## src/rtl/arb_req_pkg.sv

```systemverilog
// Shared types and default sizing for the arbiter requester agent.
// The channel FSM state encoding is shared so every channel decodes it the same way.
package arb_req_pkg;

  localparam int NUM_REQ_DEF = 2;
  localparam int LEN_W_DEF   = 4;
  localparam int TIMEOUT_DEF = 16;

  typedef enum logic [1:0] {
    IDLE = 2'd0,
    REQ  = 2'd1,
    OWN  = 2'd2,
    REL  = 2'd3
  } chan_state_e;

endpackage

```

## src/rtl/arb_req_chan.sv

```systemverilog
// One requester channel: takes a job, requests the bus, owns it for len+1 beats, then releases.
//   state | meaning
//   IDLE  | ready for a job, request low
//   REQ   | request high, waiting for grant (bounded by TIMEOUT)
//   OWN   | bus owned, counting beats down to zero
//   REL   | one-cycle release gap, stale grants ignored
module arb_req_chan
  import arb_req_pkg::*;
#(
  parameter int LEN_W   = LEN_W_DEF,
  parameter int TIMEOUT = TIMEOUT_DEF
) (
  input  logic             clk,
  input  logic             rst_n,
  input  logic             job_valid,
  input  logic [LEN_W-1:0] job_len,
  input  logic             grant,
  output logic             job_ready,
  output logic             request,
  output logic             xfer_active,
  output logic             done,
  output logic             timeout_err,
  output logic             proto_err
);

  localparam int WAIT_W = $clog2(TIMEOUT + 1);
  localparam logic [WAIT_W-1:0] WAIT_LAST = WAIT_W'(TIMEOUT - 1);
  localparam logic [WAIT_W-1:0] WAIT_MAX  = WAIT_W'(TIMEOUT);

  chan_state_e      state_q, state_d;
  logic [LEN_W-1:0] len_q, len_d;
  logic [LEN_W-1:0] beat_q, beat_d;
  logic [WAIT_W-1:0] wait_q, wait_d;
  logic             done_q, done_d;
  logic             to_q, to_d;
  logic             proto_q, proto_d;

  always_ff @(posedge clk or negedge rst_n) begin
    if (!rst_n) begin
      state_q <= IDLE;
      len_q   <= '0;
      beat_q  <= '0;
      wait_q  <= '0;
      done_q  <= 1'b0;
      to_q    <= 1'b0;
      proto_q <= 1'b0;
    end else begin
      state_q <= state_d;
      len_q   <= len_d;
      beat_q  <= beat_d;
      wait_q  <= wait_d;
      done_q  <= done_d;
      to_q    <= to_d;
      proto_q <= proto_d;
    end
  end

  always_comb begin
    state_d = state_q;
    len_d   = len_q;
    beat_d  = beat_q;
    wait_d  = wait_q;
    done_d  = 1'b0;
    to_d    = 1'b0;
    proto_d = proto_q;
    case (state_q)
      IDLE: begin
        if (job_valid) begin
          len_d   = job_len;
          wait_d  = '0;
          state_d = REQ;
        end
      end
      REQ: begin
        // grant outranks a timeout landing in the same cycle
        if (grant) begin
          beat_d  = len_q;
          state_d = OWN;
        end else if (wait_q == WAIT_LAST) begin
          to_d    = 1'b1;
          state_d = REL;
        end
        if (wait_q != WAIT_MAX) begin
          wait_d = wait_q + 1'b1;
        end
      end
      OWN: begin
        if (!grant) begin
          proto_d = 1'b1;
          state_d = REL;
        end else if (beat_q == '0) begin
          done_d  = 1'b1;
          state_d = REL;
        end else begin
          beat_d = beat_q - 1'b1;
        end
      end
      REL: begin
        state_d = IDLE;
      end
      default: begin
        state_d = IDLE;
      end
    endcase
  end

  assign job_ready   = (state_q == IDLE);
  assign request     = (state_q == REQ) || (state_q == OWN);
  assign xfer_active = (state_q == OWN);
  assign done        = done_q;
  assign timeout_err = to_q;
  assign proto_err   = proto_q;

endmodule

```

## src/rtl/arb_requester.sv

```systemverilog
// Requester-side agent for the request/grant arbiter: NUM_REQ independent channels.
// Per-channel protocol error flags are already sticky, so the top flag is their OR.
module arb_requester
  import arb_req_pkg::*;
#(
  parameter int NUM_REQ = NUM_REQ_DEF,
  parameter int LEN_W   = LEN_W_DEF,
  parameter int TIMEOUT = TIMEOUT_DEF
) (
  input  logic                     clk,
  input  logic                     reset,
  input  logic [NUM_REQ-1:0]       job_valid,
  input  logic [NUM_REQ*LEN_W-1:0] job_len,
  output logic [NUM_REQ-1:0]       job_ready,
  output logic [NUM_REQ-1:0]       request,
  input  logic [NUM_REQ-1:0]       grant,
  output logic [NUM_REQ-1:0]       xfer_active,
  output logic [NUM_REQ-1:0]       done,
  output logic [NUM_REQ-1:0]       timeout_err,
  output logic                     proto_err
);

  logic [NUM_REQ-1:0] chan_proto;

  for (genvar i = 0; i < NUM_REQ; i++) begin : g_chan
    arb_req_chan #(
      .LEN_W  (LEN_W),
      .TIMEOUT(TIMEOUT)
    ) u_chan (
      .clk        (clk),
      .rst_n      (reset),
      .job_valid  (job_valid[i]),
      .job_len    (job_len[i*LEN_W +: LEN_W]),
      .grant      (grant[i]),
      .job_ready  (job_ready[i]),
      .request    (request[i]),
      .xfer_active(xfer_active[i]),
      .done       (done[i]),
      .timeout_err(timeout_err[i]),
      .proto_err  (chan_proto[i])
    );
  end

  assign proto_err = |chan_proto;

endmodule

```

## config.mk

```make
export PLATFORM = sky130hd
export DESIGN_NAME = arb_requester
export DESIGN_NICKNAME = d
export VERILOG_FILES = /design/src/rtl/arb_req_pkg.sv /design/src/rtl/arb_req_chan.sv /design/src/rtl/arb_requester.sv
export SDC_FILE = /design/constraint.sdc
export NUM_CORES = 1
export LEC_CHECK = 0
export CORE_MARGIN = 2
export CORE_UTILIZATION = 53
export CTS_CLUSTER_SIZE = 14
export DETAILED_ROUTE_END_ITERATION = 12
export MAX_ROUTING_LAYER = met4
export PLACE_DENSITY = 0.82
export SYNTH_ARGS = -nofsm -noshare
export SYNTH_HDL_FRONTEND = slang
export SYNTH_HIERARCHICAL = 1
export SYNTH_SLANG_ARGS = --single-unit
```

## constraint.sdc

```tcl
create_clock -name clk -period 2.5 [get_ports clk]
set_input_delay 0.5 -clock clk [delete_from_list [all_inputs] [get_ports clk]]
set_output_delay 0.5 -clock clk [all_outputs]
set_load 0.01 [all_outputs]
```

==> results of run 1 <==
## cells in the final DEF (no fill, tap or decap), types with 3 or more instances in the layout
cell type,netlist,layout
dfrtp_1,36,36
inv_1,24,24
clkdlybuf4s50_1,0,23
ha_1,16,16
nor2_1,12,12
nor2b_1,12,12
mux2_2,9,9
nand2b_1,8,8
o31ai_1,8,8
o21ai_0,7,7
nand2_1,7,7
o21ai_1,6,6
clkbuf_8,0,5
nor3b_1,5,5
and3_1,4,4
a31oi_1,4,4
mux2i_1,3,3
o221ai_1,3,3
o311ai_0,3,3
nand3_1,3,3
## synthesized netlist by cell type (3+ instances only)
library cell / n / share of area [%]
dfrtp_1: 36 / 40
inv_1: 24 / 4.0
ha_1: 16 / 8.8
nor2_1: 12 / 2.0
nor2b_1: 12 / 3.3
mux2_2: 9 / 4.4
nand2b_1: 8 / 2.2
o31ai_1: 8 / 2.6
buf_2: 7 / 1.5
nand2_1: 7 / 1.2
o21ai_0: 7 / 1.5
o21ai_1: 6 / 1.3
nor3b_1: 5 / 1.6
a31oi_1: 4 / 1.1
and3_1: 4 / 1.1
mux2i_1: 3 / 1.3
nand3_1: 3 / 0.66
o221ai_1: 3 / 1.2
o311ai_0: 3 / 1.2
## where the power goes
part / internal, mW / switching, mW / total (mW)
clock: 0.189 / 0.198 / 0.387
combinational: 0.858 / 0.846 / 1.70
sequential: 0.822 / 0.259 / 1.08
total: 1.87 / 1.30 / 3.17
## per-stage QoR
step / total power, mW / hold slack [ns] / cells / util, % / instance area (um^2)
floorplan: 2.33 / 0.204 / 226 / - / 2280
global placement: 2.71 / 0.439 / 295 / 63.0 / 2560
detailed placement: 2.80 / 0.443 / 295 / 63.0 / 2560
CTS: 3.20 / 0.330 / 302 / 64.9 / 2640
global route: 3.46 / 0.362 / 302 / 64.9 / 2640
finish: 3.17 / 0.295 / 302 / 64.9 / 2640
## worst paths after layout
check	startpoint	end	cells after the start
worst max-delay path	g_chan[0].u_chan/state_q[0]	job_ready[0]	3
worst min-delay path	reset	g_chan[1].u_chan/timeout_err	1
worst max register to register	g_chan[1].u_chan/state_q[0]	g_chan[1].u_chan/beat_q[3]	6
worst min register to register	g_chan[1].u_chan/proto_err	g_chan[1].u_chan/proto_err	1
max in group asynchronous	reset	g_chan[1].u_chan/beat_q[2]	1
min in group clk	g_chan[1].u_chan/proto_err	g_chan[1].u_chan/proto_err	1
## cell type report
class	instances	share of cell area, %
Clock buffer	6	2.75
Clock inverter	1	0.190
Inverter	24	3.42
Multi-Input combinational cell	159	47.6
Sequential cell	36	34.2
Tap cell	50	2.37
Timing Repair Buffer	26	9.50
## sequential cells by signal, summed over array words and instances, names as in the netlist
register	count
g_chan.u_chan/wait_q	10
g_chan.u_chan/beat_q	8
g_chan.u_chan/len_q	8
g_chan.u_chan/state_q	4
g_chan.u_chan/done	2
g_chan.u_chan/proto_err	2
g_chan.u_chan/timeout_err	2
## per-layer routing
layer / vias to the layer above / wire length [um]
met3: 5 / 184
met2: 42 / 2260
li1: 875 / -
met1: 847 / 1920
met5: - / 0
met4: 0 / 63
## cell families (layout without fill, tap and decap cells)
group | after synthesis | in the layout | synth area share (%)
and+or+nand+nor | 74 | 74 | 21.5
adders and majority gates | 16 | 16 | 8.78
DFF | 36 | 36 | 39.5
muxes | 14 | 14 | 6.92
buffers and inverters | 31 | 57 | 5.49
AOI/OAI and AO/OA | 55 | 55 | 17.8
==> flow_summary.json, run 1 <==
{
  "critPathKind": "reg -> out",
  "synth_seq_cells": 36,
  "drv_cap": 0,
  "vias": 1769,
  "num_rows": 23,
  "io_buffers": 24,
  "core_area_mm2": 0.00406,
  "pre_cts_ws_ns": 0.479,
  "post-route-period-util_pct": 93.8,
  "synthArstFlopShare_pct": 100,
  "vias_per_cell": 5.86,
  "drc": 0,
  "drt-total-wl_mm": 4.42,
  "crit_arrival_ns": 1.85,
  "clk_pin_slew_ns": 0.07,
  "yosysSeqAreaShare_pct": 39.5,
  "setup_viol": 0,
  "regArea_um2": 901,
  "grt_pass1_vias": 1785,
  "multi_input_area_mm2": 0.00125,
  "met2_usage_pct": 36.5,
  "die_y_um": 69.6,
  "crit_slowest_cell": "clkdlybuf4s50_1",
  "rsz0062_at_grt": "no",
  "outcome": "complete, no violations",
  "tns_ns": 0,
  "grt_usage_pct": 20.6,
  "n_antenna_cell": 0,
  "grt_use_met3_pct": 3.49,
  "finalHoldViolCount": 0,
  "cts_tree": "yes",
  "grt_overflow": 0,
  "htreeDepth": 2,
  "synth_ff_type": "dfrtp_1",
  "period_minus_slack_ns": 2.35,
  "ioPinCount": 25,
  "drt-initial-drc-count": 65,
  "worstMarginPinSlew_ns": 0.797,
  "place.gp.congestion": 0.809,
  "fmax_mhz": 426,
  "syn_avg_cell_area_um2": 10.1,
  "final_max_slew_viol_count": 0,
  "critPathMaxStageDelay_ns": 0.61,
  "cts_setup_buffers": 0,
  "root_buffer": "clkbuf_8",
  "cp_top_family": "buffers and inverters",
  "power.leakage_nw": 1.15,
  "globalRouteMet1Util_pct": 23.7,
  "first_pass_iters": 4,
  "critPathLaunchType": "flop",
  "dieWidth_um": 69.6,
  "path_cells": "inv_1 -> ha_1 -> clkdlybuf4s50_1",
  "syn-num-nets": 256,
  "cts-resized-gates": 0,
  "dp_hpwl_mm": 3.22,
  "hold_path_class": "in -> async",
  "grt_pass1_wl_mm": 7.83,
  "antenna_left": 0,
  "yosys_warnings": 6,
  "mappedNetlistArea_mm2": 0.00228,
  "start_util_pct": 56.2,
  "crit_path_end_kind": "primary output",
  "rrSetupSlack_ns": 0.50,
  "powerDensity_mw_per_mm2": 1200,
  "drive_gt1_share_pct": 12.3,
  "worstPathMaxFanout": 13,
  "grt_max_degree": 37,
  "max-slew-margin-rel_pct": 46.8,
  "ys_types": 50,
  "die_area_mm2": 0.00484,
  "cts.path.max_buffers": 2,
  "synthCells": 226,
  "critPathRequiredTime_ns": 2.00,
  "wl_per_cell_um": 14.6,
  "fin_skew_ns": 0.00231,
  "numCtsBuffers": 5,
  "clock-sinks": 36,
  "clock_latency_ns": 0.28,
  "fin_nets": 282,
  "nFillCells": 340,
  "cp_num_buf_inv": 2,
  "setup_ws_ns": 0.154,
  "cts_hold_buf": 0,
  "synth_edf_count": 0,
  "grt_antenna_before_repair": 0,
  "peakVddDrop_v": 0.000718,
  "grt-busiest-layer": "met2",
  "syn_to_final_growth_pct": 15.6
}
Power figures use the tool's default switching activity.
==> inputs of run 2 (changes only) <==
--- a/config.mk
+++ b/config.mk
@@ -7,6 +7,7 @@
 export LEC_CHECK = 0
 export CORE_MARGIN = 2
 export CORE_UTILIZATION = 53
+export CTS_CLUSTER_DIAMETER = 60
 export CTS_CLUSTER_SIZE = 14
 export DETAILED_ROUTE_END_ITERATION = 12
 export MAX_ROUTING_LAYER = met4
==> results of run 2 <==
The final DEF is identical to that of run 1; final timing and power are the same.
==> inputs of run 3 (changes only) <==
--- a/config.mk
+++ b/config.mk
@@ -5,13 +5,16 @@
 export SDC_FILE = /design/constraint.sdc
 export NUM_CORES = 1
 export LEC_CHECK = 0
+export CELL_PAD_IN_SITES_DETAIL_PLACEMENT = 0
+export CELL_PAD_IN_SITES_GLOBAL_PLACEMENT = 1
 export CORE_MARGIN = 2
-export CORE_UTILIZATION = 53
+export CORE_UTILIZATION = 47
 export CTS_CLUSTER_DIAMETER = 60
 export CTS_CLUSTER_SIZE = 14
 export DETAILED_ROUTE_END_ITERATION = 12
 export MAX_ROUTING_LAYER = met4
-export PLACE_DENSITY = 0.82
+export PLACE_DENSITY = 0.9
+export SETUP_SLACK_MARGIN = 0.05
 export SYNTH_ARGS = -nofsm -noshare
 export SYNTH_HDL_FRONTEND = slang
 export SYNTH_HIERARCHICAL = 1
==> run 3 against run 2 <==
Clock skew up 0.0015 ns. Register-to-register slack better by 0.02 ns. Wire length down 5.3%. Largest cell class unchanged. Critical endpoint is now xfer_active[1]. Count of clock-buffer cells in the layout unchanged. Global-route usage down 2.7 points. First-iteration DRC count up 29%. Core utilization down 8.6 points. Sequential share of layout area down 0.097 points. Critical path depth unchanged.
==> flow_summary.json, run 3 (synthesis results as in run 1) <==
{
  "outcome": "complete, no violations",
  "core_area_mm2": 0.00469,
  "peakVddDrop_v": 0.000726,
  "tns_ns": 0,
  "numCtsBuffers": 5,
  "worstPathMaxFanout": 9,
  "cts_tree": "yes",
  "start_util_pct": 48.6,
  "wl_per_cell_um": 13.7,
  "setup_ws_ns": 0.233,
  "die_y_um": 73.6,
  "final_common_cell": "dfrtp_1",
  "place_area_mm2": 0.00256,
  "root_buffer": "clkbuf_8",
  "place.gp.congestion": 0.809,
  "powerDensity_mw_per_mm2": 1200,
  "setup_viol": 0,
  "num_rows": 25,
  "drv_cap": 0,
  "critPathRequiredTime_ns": 2.00,
  "rrSetupSlack_ns": 0.52,
  "fmax_mhz": 441,
  "drt-initial-drc-count": 84,
  "drive_gt1_share_pct": 12.7,
  "htreeDepth": 2,
  "post-route-util_pct": 56.3,
  "dieWidth_um": 73.6,
  "fin_nets": 282,
  "crit_path_end_kind": "primary output",
  "first_pass_iters": 5,
  "total_power_mw": 3.16,
  "finalHoldViolCount": 0,
  "die_area_mm2": 0.00542,
  "ioPinCount": 25,
  "grt_antenna_before_repair": 0,
  "final_max_slew_viol_count": 0,
  "ff2ff_path_depth": 6,
  "grt_max_degree": 37,
  "clk_pin_slew_ns": 0.07,
  "cts.path.max_buffers": 2,
  "dp_hpwl_mm": 3.05,
  "cts_setup_buffers": 0,
  "switching_share_pct": 40.7,
  "p_comb_share_pct": 53.3,
  "vias": 1716,
  "vias_per_cell": 5.61,
  "worstMarginPinSlew_ns": 0.777,
  "multi_input_area_mm2": 0.00126,
  "cts_hold_buf": 0,
  "post-route-period-util_pct": 90.7,
  "rr_startpoint": "g_chan[0].u_chan/state_q[0]",
  "endpoint": "xfer_active[1]",
  "clkPwrFrac_pct": 12.5,
  "clock-sinks": 36,
  "pre_cts_ws_ns": 0.467,
  "hold_path_class": "in -> async",
  "power.leakage_nw": 1.15,
  "pwr-share-seq_pct": 34.2,
  "intPower_mw": 1.87,
  "regMostFlops": "g_chan.u_chan/wait_q",
  "top_regs": "g_chan.u_chan/wait_q x10, g_chan.u_chan/beat_q x8, g_chan.u_chan/len_q x8",
  "grt_pass1_wl_mm": 7.42,
  "drc": 0,
  "period_minus_slack_ns": 2.27,
  "io_buffers": 24,
  "cp-startpoint": "g_chan[1].u_chan/state_q[0]",
  "place_inst": 299,
  "rsz0062_at_grt": "no",
  "final_cell_mix": "dfrtp_1, inv_1, clkdlybuf4s50_1",
  "power.switching_mw": 1.29,
  "cts-resized-gates": 0,
  "regArea_um2": 901,
  "crit_arrival_ns": 1.77,
  "fin_skew_ns": 0.00381,
  "max-slew-margin-rel_pct": 48.2,
  "grt_overflow": 0,
  "grt_pass1_vias": 1667,
  "final_area_mm2": 0.00264,
  "antenna_left": 0,
  "clock_latency_ns": 0.28,
  "nFillCells": 414,
  "timing.hold.ws_ns": 0.291,
  "critPathKind": "reg -> out",
  "instances_no_fill": 306,
  "largest_reg_flops": 10,
  "drt-total-wl_mm": 4.19,
  "r2r_end": "g_chan[0].u_chan/beat_q[3]",
  "critPathLaunchType": "flop",
  "n_antenna_cell": 0,
  "syn_to_final_growth_pct": 15.9,
  "grt_usage_pct": 18.0
}
[run 3: changes by cell type in the layout (fill, tap and decap cells not counted)]
cell | previous run | this run
ha_1 | 16 | 15
ha_2 | 0 | 1
[run 3: how the worst min path moves through the flow]
stage	from	endpoint	slack [ns]	cells after the start
after CTS	reset	g_chan[1].u_chan/beat_q[0]	0.33	1
final	reset	g_chan[1].u_chan/wait_q[3]	0.29	1
after global routing	reset	g_chan[1].u_chan/beat_q[0]	0.37	1
after global placement	g_chan[1].u_chan/proto_err	g_chan[1].u_chan/proto_err	0.43	1
after detailed placement	g_chan[0].u_chan/proto_err	g_chan[0].u_chan/proto_err	0.44	1
after floorplan	reset	g_chan[0].u_chan/beat_q[0]	0.20	0
[run 3: critical path, cell delays in order, from the launching register on]
cell and delay, ns:
dfrtp_1 0.38, inv_1 0.13, ha_1 0.37, clkdlybuf4s50_1 0.60
[run 3: metal layers]
layer / up-vias / track usage (%) / routed length, um
met3: 5 / 3.29 / 153
li1: 877 / - / -
met4: 0 / 5.45 / 47
met1: 798 / 23.2 / 2010
met5: - / - / 0
met2: 36 / 28.8 / 1980
[run 3: layout make-up]
| cell class | instances | share of cell area (%) |
|---|---|---|
| Multi-Input combinational cell | 159 | 47.5 |
| Sequential cell | 36 | 34.1 |
| Clock buffer | 6 | 2.75 |
| Tap cell | 54 | 2.56 |
| Inverter | 24 | 3.41 |
| Timing Repair Buffer | 26 | 9.47 |
| Clock inverter | 1 | 0.189 |
[run 3: power groups by stage]
stage,clock network [mW],logic (mW),registers (mW)
after floorplan,0,1.30,1.02
after global placement,0,1.65,1.08
after detailed placement,0,1.68,1.09
after CTS,0.407,1.70,1.08
after global routing,0.431,1.91,1.13
final,0.395,1.69,1.08
